==> config.mk <==
export PLATFORM = sky130hd
export DESIGN_NAME = alu_ex_stage
export DESIGN_NICKNAME = d
export VERILOG_FILES = /design/src/rtl/alu_ex_stage.sv
export SDC_FILE = /design/constraint.sdc
export NUM_CORES = 1
export LEC_CHECK = 0
export CAP_MARGIN = 20
export CORE_MARGIN = 3
export CORE_UTILIZATION = 30
export DETAILED_ROUTE_END_ITERATION = 10
export GPL_ROUTABILITY_DRIVEN = 0
export HOLD_SLACK_MARGIN = 0.05
export PLACE_DENSITY = 0.6
export SYNTH_ARGS = -nofsm -noshare
export SYNTH_HDL_FRONTEND = slang
export SYNTH_SLANG_ARGS = --single-unit
==> constraint.sdc <==
create_clock -name clk -period 2.4 [get_ports clk]
set_clock_uncertainty 0.2 [all_clocks]
set_input_delay 0.48 -clock clk [delete_from_list [all_inputs] [get_ports clk]]
set_output_delay 0.48 -clock clk [all_outputs]
set_load 0.01 [all_outputs]
==> src/rtl/alu_ex_stage.sv <==
// alu_ex_stage: execute stage around an external combinational 32-bit ALU.
//   Stage 1 holds one operand set from decode and drives the ALU directly.
//   The ALU response (or an illegal-op marker) is written into a 2-entry
//   FIFO whose head is presented to writeback. One op per cycle sustained.
// Ports:
//   clk, rst_n                      clock, async active-low reset
//   in_valid/in_ready               decode handshake
//   in_a, in_b, in_op, in_tag       operands, ALUop, destination tag
//   alu_a, alu_b, alu_op            to ALU (straight from stage-1 register)
//   alu_result/ovf/cout/zero        from ALU
//   out_valid/out_ready             writeback handshake (FIFO head)
//   out_result, out_flags, out_tag  head entry; flags = {illegal,ovf,cout,zero}
//   trap_valid, trap_tag            overflow trap pulse
// Build option: define ALU_EX_OVF_TRAP_EN to divert overflowing ADD/SUB to a
//   one-cycle trap pulse instead of the FIFO. Undefined: trap outputs are 0.
module alu_ex_stage #(
  parameter int DATA_WIDTH = 32,
  parameter int TAG_W      = 5
) (
  input  logic                  clk,
  input  logic                  rst_n,
  input  logic                  in_valid,
  output logic                  in_ready,
  input  logic [DATA_WIDTH-1:0] in_a,
  input  logic [DATA_WIDTH-1:0] in_b,
  input  logic [2:0]            in_op,
  input  logic [TAG_W-1:0]      in_tag,
  output logic [DATA_WIDTH-1:0] alu_a,
  output logic [DATA_WIDTH-1:0] alu_b,
  output logic [2:0]            alu_op,
  input  logic [DATA_WIDTH-1:0] alu_result,
  input  logic                  alu_ovf,
  input  logic                  alu_cout,
  input  logic                  alu_zero,
  output logic                  out_valid,
  input  logic                  out_ready,
  output logic [DATA_WIDTH-1:0] out_result,
  output logic [3:0]            out_flags,
  output logic [TAG_W-1:0]      out_tag,
  output logic                  trap_valid,
  output logic [TAG_W-1:0]      trap_tag
);
  localparam logic [2:0] OP_AND = 3'b000, OP_OR = 3'b001, OP_ADD = 3'b010,
                         OP_SUB = 3'b110, OP_SLT = 3'b111;

  typedef struct packed {
    logic [DATA_WIDTH-1:0] res;
    logic [3:0]            flags;
    logic [TAG_W-1:0]      tag;
  } entry_t;

  logic                  s1_valid_q, s1_valid_d;
  logic [DATA_WIDTH-1:0] a_q, a_d, b_q, b_d;
  logic [2:0]            op_q, op_d;
  logic [TAG_W-1:0]      tag_q, tag_d;
  logic [1:0]            cnt_q, cnt_d;
  logic                  rd_ptr_q, rd_ptr_d, wr_ptr_q, wr_ptr_d;
  entry_t                mem_q [2];
  entry_t                mem_d [2];
  entry_t                wr_entry;
  logic                  pop, push, s1_adv, accept, legal, arith, trap;

  assign alu_a      = a_q;
  assign alu_b      = b_q;
  assign alu_op     = op_q;
  assign out_valid  = (cnt_q != 2'd0);
  assign out_result = mem_q[rd_ptr_q].res;
  assign out_flags  = mem_q[rd_ptr_q].flags;
  assign out_tag    = mem_q[rd_ptr_q].tag;

  always_comb begin
    pop      = out_valid & out_ready;
    // A pop frees a slot in the same cycle, so a full FIFO still advances.
    s1_adv   = s1_valid_q & ((cnt_q != 2'd2) | pop);
    in_ready = ~s1_valid_q | s1_adv;
    accept   = in_valid & in_ready;

    legal = (op_q == OP_AND) | (op_q == OP_OR) | (op_q == OP_ADD) |
            (op_q == OP_SUB) | (op_q == OP_SLT);
    arith = (op_q == OP_ADD) | (op_q == OP_SUB);

    wr_entry.tag = tag_q;
    if (!legal) begin
      wr_entry.res   = '0;
      wr_entry.flags = 4'b1001;
    end else begin
      // Only ADD/SUB carry meaningful overflow/carry out of the ALU.
      wr_entry.res   = alu_result;
      wr_entry.flags = {1'b0, arith & alu_ovf, arith & alu_cout, alu_zero};
    end

`ifdef ALU_EX_OVF_TRAP_EN
    trap = s1_adv & legal & arith & alu_ovf;
`else
    trap = 1'b0;
`endif
    push = s1_adv & ~trap;

    a_d = a_q; b_d = b_q; op_d = op_q; tag_d = tag_q;
    if (accept) begin
      a_d = in_a; b_d = in_b; op_d = in_op; tag_d = in_tag;
    end
    s1_valid_d = accept ? 1'b1 : (s1_adv ? 1'b0 : s1_valid_q);

    mem_d = mem_q;
    if (push) mem_d[wr_ptr_q] = wr_entry;
    wr_ptr_d = wr_ptr_q ^ push;
    rd_ptr_d = rd_ptr_q ^ pop;
    case ({push, pop})
      2'b10:   cnt_d = cnt_q + 2'd1;
      2'b01:   cnt_d = cnt_q - 2'd1;
      default: cnt_d = cnt_q;
    endcase
  end

  always_ff @(posedge clk or negedge rst_n) begin
    if (!rst_n) begin
      s1_valid_q <= 1'b0;
      a_q        <= '0;
      b_q        <= '0;
      op_q       <= '0;
      tag_q      <= '0;
      cnt_q      <= '0;
      rd_ptr_q   <= 1'b0;
      wr_ptr_q   <= 1'b0;
      for (int i = 0; i < 2; i++) mem_q[i] <= '0;
    end else begin
      s1_valid_q <= s1_valid_d;
      a_q        <= a_d;
      b_q        <= b_d;
      op_q       <= op_d;
      tag_q      <= tag_d;
      cnt_q      <= cnt_d;
      rd_ptr_q   <= rd_ptr_d;
      wr_ptr_q   <= wr_ptr_d;
      for (int i = 0; i < 2; i++) mem_q[i] <= mem_d[i];
    end
  end

`ifdef ALU_EX_OVF_TRAP_EN
  logic             trap_valid_q, trap_valid_d;
  logic [TAG_W-1:0] trap_tag_q, trap_tag_d;

  always_comb begin
    trap_valid_d = trap;
    trap_tag_d   = trap ? tag_q : '0;
  end

  always_ff @(posedge clk or negedge rst_n) begin
    if (!rst_n) begin
      trap_valid_q <= 1'b0;
      trap_tag_q   <= '0;
    end else begin
      trap_valid_q <= trap_valid_d;
      trap_tag_q   <= trap_tag_d;
    end
  end

  assign trap_valid = trap_valid_q;
  assign trap_tag   = trap_tag_q;
`else
  assign trap_valid = 1'b0;
  assign trap_tag   = '0;
`endif
endmodule

==> metrics, run 1 <==
status finished clean; ANT nets after route 0; Final WS setup 0.0605 ns; most common cell after layout, fill and taps aside clkdlybuf4s50_1; root buf cell clkbuf_16; TritonCTS clock tree done; number of cell rows 54; synth unique cells 24; Critical path origin rd_ptr_q$_DFF_PN0_; Pins Over Slew Limit 0; critical path type flop to output port; global-route wire length before repair 27200 µm; R2R cell count 7; final cycle utilization of the critical path 0.975; Worst setup EP type output port; minimum clock period 2.34 ns; number of flops mapped to enable cells by yosys 0; H-tree levels 4; DRC Markers 0; RR Endpoint mem_q[78]$_DFFE_PN0P_; Syn Inst Count 421; I/O pin count 227; most frequent cells in the layout clkdlybuf4s50_1, dfrtp_1, mux2_4, a22o_1, mux2_2; RSZ-0062 raised after global routing true; via count 4503; final WL 17000 µm; initial antenna violation count 2; Fmax 0.427 GHz; Area Growth Syn to Fin 48.6%; Tot GR Track Use 0.143; Die ar. 0.0242 mm²; final hold slack 0.286 ns; layout cells sized above 1 0.316; Placeable Area 0.0219 mm²; CP Launch Type flop; vias in the first global route 4945; fin util 0.455; P_leak 4.53 nW; largest net degree at the start of global routing 57; PD cells 1170 mW/mm²; final layout net count 774; Buffers on Ports 220; mapped cell area 0.00671 mm²; Inserted Diodes 0; final setup vio count 0; Place WS -0.0393 ns; Mapped Avg Cell Area 15.9 µm²; clock transition at the registers of the reported paths 0.07 ns; DIE HEIGHT 156 µm; Via-to-Cell Ratio 4.73; initial core utilization 0.306; Clk Latency, worst-skew pair 0.42 ns; Critical Path Fanout Max 4; Min-Delay Path Class primary input to asynchronous set/reset pin; R2R setup slack 0.42 ns; prevailing post-synth register cell dfrtp_1; async set or reset register ratio after synthesis 1.00; Clock Sinks 159; Pre-antenna DRT Iters 4; Die Width 156 µm; Max Cap Viol 0; Worst R2R Start cnt_q[0]$_DFFE_PN0P_; Iter 0 DRT Violations 157; worst path required time 1.72 ns; Worst EP arrival 1.66 ns; Final HPWL DP 11800 µm; Num CTS Buffers 17; Seq cells post-synth 159; wire per inst 17.9 µm; GRT overflow 0; VDD IR max 0.469 mV; Seq/Total Area, Yosys 0.593; Final Hold Vio Count 0; Max clock buf depth 2; Synth Warn # 0
cell type report:
class / instances / area, µm²
Clock buffer: 21 / 450
Clock inverter: 11 / 155
Fill cell: 1970 / 11900
Inverter: 5 / 18.8
Multi-Input combinational cell: 228 / 2510
Sequential cell: 159 / 3980
Tap cell: 280 / 350
Timing Repair Buffer: 249 / 2500
flip-flops by register name (all words and copies together) (netlist names):
signal	count
mem_q	82
alu_b	32
tag_q	5
alu_op	3
cnt_q	2
alu_a	32
wr_ptr_q	1
rd_ptr_q	1
s1_valid_q	1
synthesized netlist by cell type (all sizes together) (3+ instances only):
| master | count | area [µm²] |
|---|---|---|
| buf | 29 | 204 |
| a22o | 64 | 561 |
| clkbuf | 5 | 18.8 |
| nor2 | 8 | 30.0 |
| nand2 | 3 | 18.8 |
| inv | 5 | 18.8 |
| dfrtp | 159 | 3980 |
| ha | 3 | 37.5 |
| mux2 | 127 | 1690 |
worst max-delay path by stage:
stage / end / slack, ns / cells past startpoint
after global routing: out_result[15] / -0.001 / 5
after detailed placement: mem_q[60]$_DFFE_PN0P_ / -0.04 / 8
after floorplan: mem_q[61]$_DFFE_PN0P_ / 0.44 / 8
final: out_result[15] / 0.06 / 5
after global placement: in_ready / -0.001 / 3
after CTS: out_result[14] / -0.05 / 5
routing by layer:
metal / GRT usage / part of all wire / vias up
met5: 0 / 0.0016 / -
met4: 0.0484 / 0.014 / 4
met3: 0.0531 / 0.073 / 22
met2: 0.221 / 0.47 / 177
met1: 0.185 / 0.44 / 2311
li1: - / - / 1989
power breakdown:
group	switching (mW)	internal [mW]
Sequential	0.547	3.63
Clock	1.12	1.68
Combinational	1.90	2.81
Total	3.57	8.12
metrics by stage:
stage                     std cells  total power [mW]  TNS (ns)  instance area [µm²]
after floorplan                 426              6.67         0                 6720
after global placement          913              8.97  -0.00102                 9340
after detailed placement        913              9.09     -1.48                 9340
after CTS                       954              11.8    -0.399                 9940
after global routing            953              12.3  -0.00139                 9970
final                           953              11.7         0                 9970
cells by family after synthesis:
group | after synthesis | synth area share
AOI/OAI and AO/OA | 66 | 0.0851
xor gates and xnor gates | 4 | 0.00523
adders and majority gates | 3 | 0.00560
buffers and inverters | 39 | 0.0360
DFF | 159 | 0.593
muxes | 127 | 0.252
other | 1 | 0.000559
and+or+nand+nor | 22 | 0.0216
worst max-delay path, stage by stage (launching register included):
cell and delay, ns:
dfrtp_2 0.43, buf_12 0.13, buf_12 0.12, buf_4 0.14
mux2_2 0.27, buf_2 0.15
what timing repair did:
action,in CTS,in global routing
gates cloned,1,0
hold buffers,1,0
setup buffers,7,0
hold endpoints to repair,28,0
resized for setup,121,23
endpoints found under the setup margin,42,23
Power figures use the tool's default switching activity.
==> run 2: changes to the inputs <==
--- a/config.mk
+++ b/config.mk
@@ -7,11 +7,12 @@
 export LEC_CHECK = 0
 export CAP_MARGIN = 20
 export CORE_MARGIN = 3
-export CORE_UTILIZATION = 30
+export CORE_UTILIZATION = 41
 export DETAILED_ROUTE_END_ITERATION = 10
 export GPL_ROUTABILITY_DRIVEN = 0
 export HOLD_SLACK_MARGIN = 0.05
-export PLACE_DENSITY = 0.6
+export PLACE_DENSITY = 0.79
+export RECOVER_POWER = 25
 export SYNTH_ARGS = -nofsm -noshare
 export SYNTH_HDL_FRONTEND = slang
 export SYNTH_SLANG_ARGS = --single-unit
==> constraint.sdc (replaced) <==
create_clock -name clk -period 2.1 [get_ports clk]
set_clock_uncertainty 0.2 [all_clocks]
set_input_delay 0.42 -clock clk [delete_from_list [all_inputs] [get_ports clk]]
set_output_delay 0.42 -clock clk [all_outputs]
set_load 0.01 [all_outputs]
==> run 2 against run 1 <==
Effect of this change:
- the run now ends with negative setup slack left
- cell count down 6.2%
- largest power group unchanged
- die area down 26%
- global-route usage up 4.6 points
- combinational power up 32%
- clock-buffer cell count up 2
- hold slack better by 0.014 ns
- via count down 1.1%
- first-iteration DRC count up 33%
- worst setup slack worse by 0.24 ns
- clock power up 7.5%
- highest routed layer unchanged
- critical path depth unchanged
- total power up 20%
==> metrics, run 2 (synthesis results as in run 1) <==
status complete, but fails checks; failing checks negative setup slack; Setup crit end out_result[5]; Internal 9.78 mW; Pre-antenna DRT Iters 4; switch share 0.302; minimum clock period 2.28 ns; largest reg by FF count mem_q; Pins Over Slew Limit 0; Num CTS Buffers 17; Tot GR Track Use 0.188; Relative slew margins 0.207; Net Switching 4.24 mW; Final HPWL DP 11200 µm; Worst setup EP type output port; Clock Sinks 159; Max Cap Viol 0; I/O pin count 227; Placeable Area 0.0159 mm²; Iter 0 DRT Violations 209; Worst R2R Start cnt_q[0]$_DFFE_PN0P_; Tot Pwr 14.0 mW; Area Growth Syn to Fin 50.7%; Seq. cell area 0.00398 mm²; via count 4455; PD cells 1390 mW/mm²; GRT met3 Usage 0.0615; Die ar. 0.0179 mm²; final cycle utilization of the critical path 1.09; root buf cell clkbuf_16; clock transition at the registers of the reported paths 0.06 ns; VDD IR max 0.675 mV; Gate power share 0.443; DRC Markers 0; final WL 17100 µm; final setup vio count 36; vias in the first global route 4846; Worst EP arrival 1.66 ns; Fillers 1124; Critical Path Fanout Max 5; number of cell rows 46; largest net degree at the start of global routing 55; P_leak 4.62 nW; most frequent cells in the layout clkdlybuf4s50_1, dfrtp_1, mux2_4, a22o_1, mux2_2; Inserted Diodes 0; ANT nets after route 0; Final WS setup -0.183 ns; wire per inst 19.1 µm; Max clock buf depth 2; Via-to-Cell Ratio 4.98; grt peak-use layer met2; RR Endpoint mem_q[12]$_DFFE_PN0P_; worst path required time 1.48 ns; Critical path origin rd_ptr_q$_DFF_PN0_; initial antenna violation count 1; RSZ-0062 raised after global routing true; H-tree levels 4; Die Width 134 µm; initial core utilization 0.421; CP Launch Type flop; final layout net count 779; met2 Use GR 0.306; critical path type flop to output port; R2R cell count 9; DIE HEIGHT 134 µm; register share of total power 0.343; Setup TNS Final -4.01 ns; layout cells sized above 1 0.353; global-route wire length before repair 26500 µm; Place WS -0.234 ns; Final Hold Vio Count 0; max reg flops 82; Buffers on Ports 220; GRT overflow 0; Clk Latency, worst-skew pair 0.42 ns; Min-Delay Path Class flop to flop; Slew @ Worst Pin 1.19 ns; area of the multi-input gates 0.00255 mm²; most common cell after layout, fill and taps aside clkdlybuf4s50_1; M1 GR Usage 0.244; Fmax 0.438 GHz; R2R setup slack 0.07 ns; Clock Power Share 0.214; TritonCTS clock tree done
==> run 2: routing by layer <==
layer | share of wire | vias to the layer above
li1 | - | 2005
met5 | 0.00064 | -
met1 | 0.41 | 2179
met4 | 0.021 | 2
met2 | 0.48 | 237
met3 | 0.083 | 32
==> run 2: what timing repair did <==
item | in CTS | in global routing
resized for setup | 223 | 11
hold buffers | 1 | 0
cloned | 3 | 3
setup buffers | 9 | 0
pin swaps | 0 | 0
hold endpoints to repair | 43 | 0
setup endpoints to repair | 43 | 114
==> run 2: through the flow <==
step                      cells   util  hold slack [ns]  instance area [µm²]
after floorplan             426      -          -0.0756                 6720
after global placement      850  0.581            0.173                 9270
after detailed placement    850  0.581            0.183                 9270
after CTS                   895  0.634            0.302                10100
after global routing        894  0.634            0.317                10100
final                       894  0.634            0.301                10100
==> run 2: worst min-delay path by stage <==
stage | endpoint | startpoint | slack [ns] | cells past startpoint
2_1_floorplan | alu_a[0]$_DFFE_PN0P_ | rst_n | -0.08 | 0
3_3_place_gp | mem_q[18]$_DFFE_PN0P_ | rst_n | 0.17 | 1
3_5_place_dp | mem_q[16]$_DFFE_PN0P_ | rst_n | 0.18 | 1
4_1_cts | mem_q[19]$_DFFE_PN0P_ | mem_q[19]$_DFFE_PN0P_ | 0.30 | 1
5_1_grt | mem_q[3]$_DFFE_PN0P_ | mem_q[3]$_DFFE_PN0P_ | 0.32 | 1
6_report | mem_q[10]$_DFFE_PN0P_ | mem_q[10]$_DFFE_PN0P_ | 0.30 | 1
==> run 2: layout make-up <==
type                       count  share of cell area
multi-input combinational    228               0.252
clock inverter                 9              0.0108
clock buffer                  23              0.0463
sequential                   159               0.394
tap                          216              0.0268
timing repair buffer         254               0.268
inverter                       5             0.00186
==> run 2: power by group through the flow <==
stage	clock network [mW]	logic, mW	registers [mW]
after floorplan	0	2.89	4.74
after global placement	0	5.42	4.77
after detailed placement	0	5.53	4.82
after CTS	3.07	6.22	4.79
after global routing	3.20	6.53	4.94
final	3.01	6.21	4.81
==> run 2: critical path, cell delays in order (launching register included) <==
cell	delay [ns]
dfrtp_2	0.43
buf_12	0.14
buf_8	0.13
buf_16	0.13
mux2_4	0.30
buf_6	0.12
==> run 3: changes to the inputs <==
--- a/config.mk
+++ b/config.mk
@@ -10,6 +10,7 @@
 export CORE_UTILIZATION = 41
 export DETAILED_ROUTE_END_ITERATION = 10
 export GPL_ROUTABILITY_DRIVEN = 0
+export GPL_TIMING_DRIVEN = 0
 export HOLD_SLACK_MARGIN = 0.05
 export PLACE_DENSITY = 0.79
 export RECOVER_POWER = 25
==> run 3 against run 2 <==
Effect of this change:
- the flow still finishes with violations (negative setup slack)
- clock power rose by 12%
- combinational power shrank 1%
- sequential power about the same
- hold slack worse by 0.0032 ns
- critical path depth unchanged
- total power rose by 2.2%
==> metrics, run 3 (synthesis results as in run 1) <==
Inserted Diodes 0; layout cells sized above 1 0.371; Slew @ Worst Pin 0.878 ns; RR Endpoint mem_q[54]$_DFFE_PN0P_; final setup vio count 40; Final Cell Area 0.0102 mm²; ANT nets after route 0; Final HPWL DP 11600 µm; Tot Pwr 14.3 mW; Fmax 0.431 GHz; family with the most delay on the worst path buffers and inverters; status complete, but fails checks; VDD IR max 0.701 mV; Worst R2R Start cnt_q[0]$_DFFE_PN0P_; vias in the first global route 5050; Fillers 1132; Num CTS Buffers 17; Worst setup EP type output port; Final Non-Filler Cells 915; wire per inst 18.4 µm; Relative slew margins 0.414; I/O pin count 227; Final WS setup -0.220 ns; Critical path origin rd_ptr_q$_DFF_PN0_; final cycle utilization of the critical path 1.10; DR WL met3 1350 µm; final hold slack 0.297 ns; R2R cell count 8; Iter 0 DRT Violations 187; clock transition at the registers of the reported paths 0.06 ns; number of cell rows 46; Clock Power Share 0.235; Internal 10.0 mW; Die ar. 0.0179 mm²; Pins Over Slew Limit 0; fin util 0.641; post-placement cell count 863; Via-to-Cell Ratio 5.03; global-route wire length before repair 27000 µm; Clock Sinks 159; RSZ-0062 raised after global routing true; PD cells 1400 mW/mm²; Final Hold Vio Count 0; Critical Path Fanout Max 8; Buffers on Ports 220; Net Switching 4.32 mW; GRT overflow 0; critical path cell sequence buf_6 > buf_8 > buf_4 > mux2_2 > buf_6; Setup TNS Final -6.73 ns; max reg flops 82; routed wl met2 8350 µm; CP most frequent cell buf_6; Max clock buf depth 2; most common cell after layout, fill and taps aside clkdlybuf4s50_1; placed instance area 0.00923 mm²; top routing layer used met4; TritonCTS clock tree done; initial antenna violation count 0; Met1 Wirelength 6830 µm; R2R setup slack 0.10 ns; Setup crit end out_result[0]; initial core utilization 0.421; CP Launch Type flop; highest-delay cell along the critical path dfrtp_2; most frequent cells in the layout clkdlybuf4s50_1, dfrtp_1, mux2_4, a22o_1, buf_6; worst path required time 1.48 ns; worst path bufs/invs 4; largest net degree at the start of global routing 97; via count 4601; critical path depth in cells 5; critical path type flop to output port; Clk Latency, worst-skew pair 0.41 ns; DIE HEIGHT 134 µm; failing checks negative setup slack; Worst EP arrival 1.70 ns; final WL 16800 µm; Max Cap Viol 0; Min-Delay Path Class flop to flop; crit-path max cell delay 0.45 ns; Place WS -0.700 ns; Die Width 134 µm; largest reg by FF count mem_q; Tot GR Track Use 0.189; Placeable Area 0.0159 mm²; register share of total power 0.336; Gate power share 0.429; DRC Markers 0; Pre-antenna DRT Iters 4; worst hold start mem_q[49]$_DFFE_PN0P_; P_leak 4.74 nW; minimum clock period 2.32 ns; final layout net count 800; Area Growth Syn to Fin 52.4%; H-tree levels 4; root buf cell clkbuf_16; switch share 0.302
run 3: cell types whose count changed in the layout (fill, tap and decap cells not counted), moves of 4 or more:
cell	previous run	this run
buf_4	14	24
clkdlybuf4s15_2	0	5
buf_6	43	54
clkbuf_1	4	0
mux2_4	76	80
buf_12	9	0
mux2_2	51	47
inv_6	1	6
run 3: metal layers:
metal | global-route usage | vias to the layer above
li1 | - | 2052
met1 | 0.231 | 2332
met2 | 0.317 | 196
met3 | 0.0585 | 21
met4 | 0.0680 | 0
met5 | 0 | -
run 3: how the worst min path moves through the flow:
stage / end / slack [ns] / cells after the start
6_report: mem_q[49]$_DFFE_PN0P_ / 0.30 / 2
5_1_grt: mem_q[38]$_DFFE_PN0P_ / 0.32 / 1
4_1_cts: mem_q[21]$_DFFE_PN0P_ / 0.30 / 1
3_5_place_dp: mem_q[53]$_DFFE_PN0P_ / 0.24 / 1
3_3_place_gp: mem_q[8]$_DFFE_PN0P_ / 0.28 / 2
2_1_floorplan: alu_a[0]$_DFFE_PN0P_ / -0.08 / 0
run 3: what timing repair did:
action                                  CTS  global route
cloned                                    1             0
hold endpoints to repair                 63             0
gates resized for setup                 221            43
pin swaps                                 0             0
buffers inserted                         13             8
endpoints found under the setup margin  103           105
hold buffers                              1             0
run 3: cell type report:
class	count	area [µm²]	area share
flip-flops and latches	159	3980	0.390
multi-input cells	228	2530	0.248
repair buffers	243	2470	0.242
clock buffers	17	425	0.0416
plain buffers	32	304	0.0298
well taps	216	270	0.0265
clock inverters	15	221	0.0217
inverters	5	18.8	0.00184
run 3: worst reg2reg max path, cell delays in order (launching register included):
cell and delay, ns:
dfrtp_1 0.40, nor2_1 0.12, nand2_1 0.08, and2_4 0.17, ha_1 0.20, and3_1 0.15
buf_2 0.17, buf_4 0.19, a22o_1 0.20
run 3: power by group through the flow:
stage | Combinational, mW | Sequential (mW) | Clock (mW)
floorplan | 2.89 | 4.74 | 0
global placement | 5.31 | 4.74 | 0
detailed placement | 5.42 | 4.80 | 0
CTS | 5.92 | 4.79 | 3.42
global route | 6.54 | 4.94 | 3.56
finish | 6.15 | 4.82 | 3.36
==> edit (settings of run 2) <==
Change the parameter `TAG_W` from 5 to 10.
--- a/src/rtl/alu_ex_stage.sv
+++ b/src/rtl/alu_ex_stage.sv
@@ -17,3 +17,3 @@
   parameter int DATA_WIDTH = 32,
-  parameter int TAG_W      = 5
+  parameter int TAG_W      = 10
 ) (
Interface: changed (resized in_tag, out_tag and trap_tag); port bits go from 227 to 242. The function was not compared with the original's and may differ.
==> edit against run 2 <==
  * The run still ends with negative setup slack left
  * Area after synthesis up 7.1%
  * Sequential cell count up 15
  * Total power up 11%
  * Wire length up 8.6%
  * Largest power group unchanged
  * First-iteration DRC count down 1.4%
  * Cell count up 6.8%
  * Combinational power up 10%
  * Utilization up 0.69 points
  * Final area up 7.0%
  * Setup slack better by 74 ps
  * Non-clock buffer count up 17
==> edit: results (changes against run 2) <==
<table>
<tr><th>Metric</th><th>Value</th></tr>
<tr><th colspan="2">Placed design</th></tr>
<tr><td>Number of instances in the placed design</td><td>912 (+7.3%)</td></tr>
<tr><th colspan="2">Routing</th></tr>
<tr><td>Highest signal layer in the routed design</td><td>met4</td></tr>
<tr><td>Initial DRC count</td><td>206 (-1.4%)</td></tr>
<tr><td>Detailed-route wire length</td><td>18.5 mm (+8.6%)</td></tr>
<tr><td>Via count</td><td>4,877 (+9.5%)</td></tr>
<tr><td>Avg WL per Cell</td><td>19.4 um (+1.6%)</td></tr>
<tr><td>Detailed-router iteration count before antenna repair</td><td>5 (+1)</td></tr>
<tr><th colspan="2">Logic synthesis</th></tr>
<tr><td>Largest cells by area after synthesis</td><td>sky130_fd_sc_hd__dfrtp_1 (61%), sky130_fd_sc_hd__mux2_2 (18%), sky130_fd_sc_hd__a22o_1 (7.8%)</td></tr>
<tr><td>Register area share after synthesis</td><td>0.606 (+0.0127)</td></tr>
<tr><td>Fraction of the mapped netlist area in adder cells</td><td>0.00522 (-0.000373)</td></tr>
<tr><td>XOR/XNOR Fraction of Synth Area</td><td>0.00488 (-0.000349)</td></tr>
<tr><td>List of most frequent post-synthesis cells</td><td>sky130_fd_sc_hd__dfrtp_1 (174), sky130_fd_sc_hd__mux2_2 (117), sky130_fd_sc_hd__a22o_1 (64), sky130_fd_sc_hd__mux2_4 (30), sky130_fd_sc_hd__buf_2 (18)</td></tr>
<tr><th colspan="2">Global routing</th></tr>
<tr><td>Overall global routing resource usage</td><td>0.191 (+0.00297)</td></tr>
<tr><td>GRT met1 Usage</td><td>0.232 (-0.0121)</td></tr>
<tr><td>Global-route wire length before repair</td><td>29.4 mm (+11%)</td></tr>
<tr><th colspan="2">Timing</th></tr>
<tr><td>Setup slack after layout</td><td>-108 ps (+74.4 ps)</td></tr>
<tr><td>Actual slew at the worst max-slew pin</td><td>1020 ps (-173 ps)</td></tr>
<tr><td>Number of setup violations in the final report</td><td>47 (+31%)</td></tr>
<tr><td>Setup_tns</td><td>-4190 ps (-187 ps)</td></tr>
<tr><th colspan="2">Worst hold path</th></tr>
<tr><td>Worst hold path endpoint</td><td>alu_b[25]$_DFFE_PN0P_</td></tr>
<tr><th colspan="2">Worst setup path</th></tr>
<tr><td>Register-to-register setup slack</td><td>190 ps (+120 ps)</td></tr>
<tr><td>Depth of the worst register-to-register path</td><td>7 (-2)</td></tr>
<tr><td>Data arrival time of the critical path</td><td>1590 ps (-70 ps)</td></tr>
<tr><th colspan="2">Power</th></tr>
<tr><td>VDD IR max</td><td>754 uV (+12%)</td></tr>
<tr><td>Power consumed by combinational cells</td><td>6.86 mW (+10%)</td></tr>
<tr><th colspan="2">Finish</th></tr>
<tr><td>Flip-flop count of the largest register, all copies and words added</td><td>92 (+12%)</td></tr>
<tr><th colspan="2">Outcome</th></tr>
<tr><td>Violated checks</td><td>negative setup slack</td></tr>
<tr><td>Status</td><td>finished, violations left</td></tr>
</table>
[edit: changes by cell type after synthesis, sizes merged]
| cell | run 2 | this run |
|---|---|---|
| buf | 29 | 33 |
| mux2 | 127 | 147 |
| clkbuf | 5 | 9 |
| dfrtp | 159 | 174 |
[edit: cells by family (layout without fill, tap and decap cells)]
logic type                 after synthesis  count (layout)
buffers and inverters                   47             308
xor gates and xnor gates                 4               4
other                                    1              11
muxes                                  147             147
DFF                                    174             174
adders and majority gates                3               3
AOI/OAI and AO/OA                       66              66
and+or+nand+nor                         22              22
[edit: repair_timing]
item | in CTS | in global routing
cloned | 3 | 2
endpoints found under the hold margin | 34 | 0
setup endpoints to repair | 48 | 49
resized for setup | 227 | 51
setup buffers | 7 | 1
hold buffers | 1 | 0
[edit: through the flow]
stage	hold WS (ps)	setup slack (ps)
after detailed placement	163	-285
final	306	-108
after global placement	151	-269
after global routing	320	-156
after floorplan	-75.6	113
after CTS	289	-213
[edit: layout make-up]
class | instances | area [sq um]
fill | 1208 | 6070
sequential | 174 | 4360
timing repair buffer | 271 | 2820
multi-input combinational | 253 | 2690
clock buffer | 18 | 439
tap | 220 | 275
clock inverter | 14 | 205
inverter | 5 | 18.8
[edit: how the worst max path moves through the flow]
stage / from / slack [ps] / end / cells after the start
2_1_floorplan: cnt_q[0]$_DFFE_PN0P_ / 110 / mem_q[83]$_DFFE_PN0P_ / 9
3_3_place_gp: out_ready / -270 / mem_q[31]$_DFFE_PN0P_ / 8
3_5_place_dp: out_ready / -280 / mem_q[88]$_DFFE_PN0P_ / 8
4_1_cts: rd_ptr_q$_DFF_PN0_ / -210 / out_result[31] / 5
5_1_grt: rd_ptr_q$_DFF_PN0_ / -160 / out_tag[0] / 4
6_report: rd_ptr_q$_DFF_PN0_ / -110 / out_tag[0] / 4
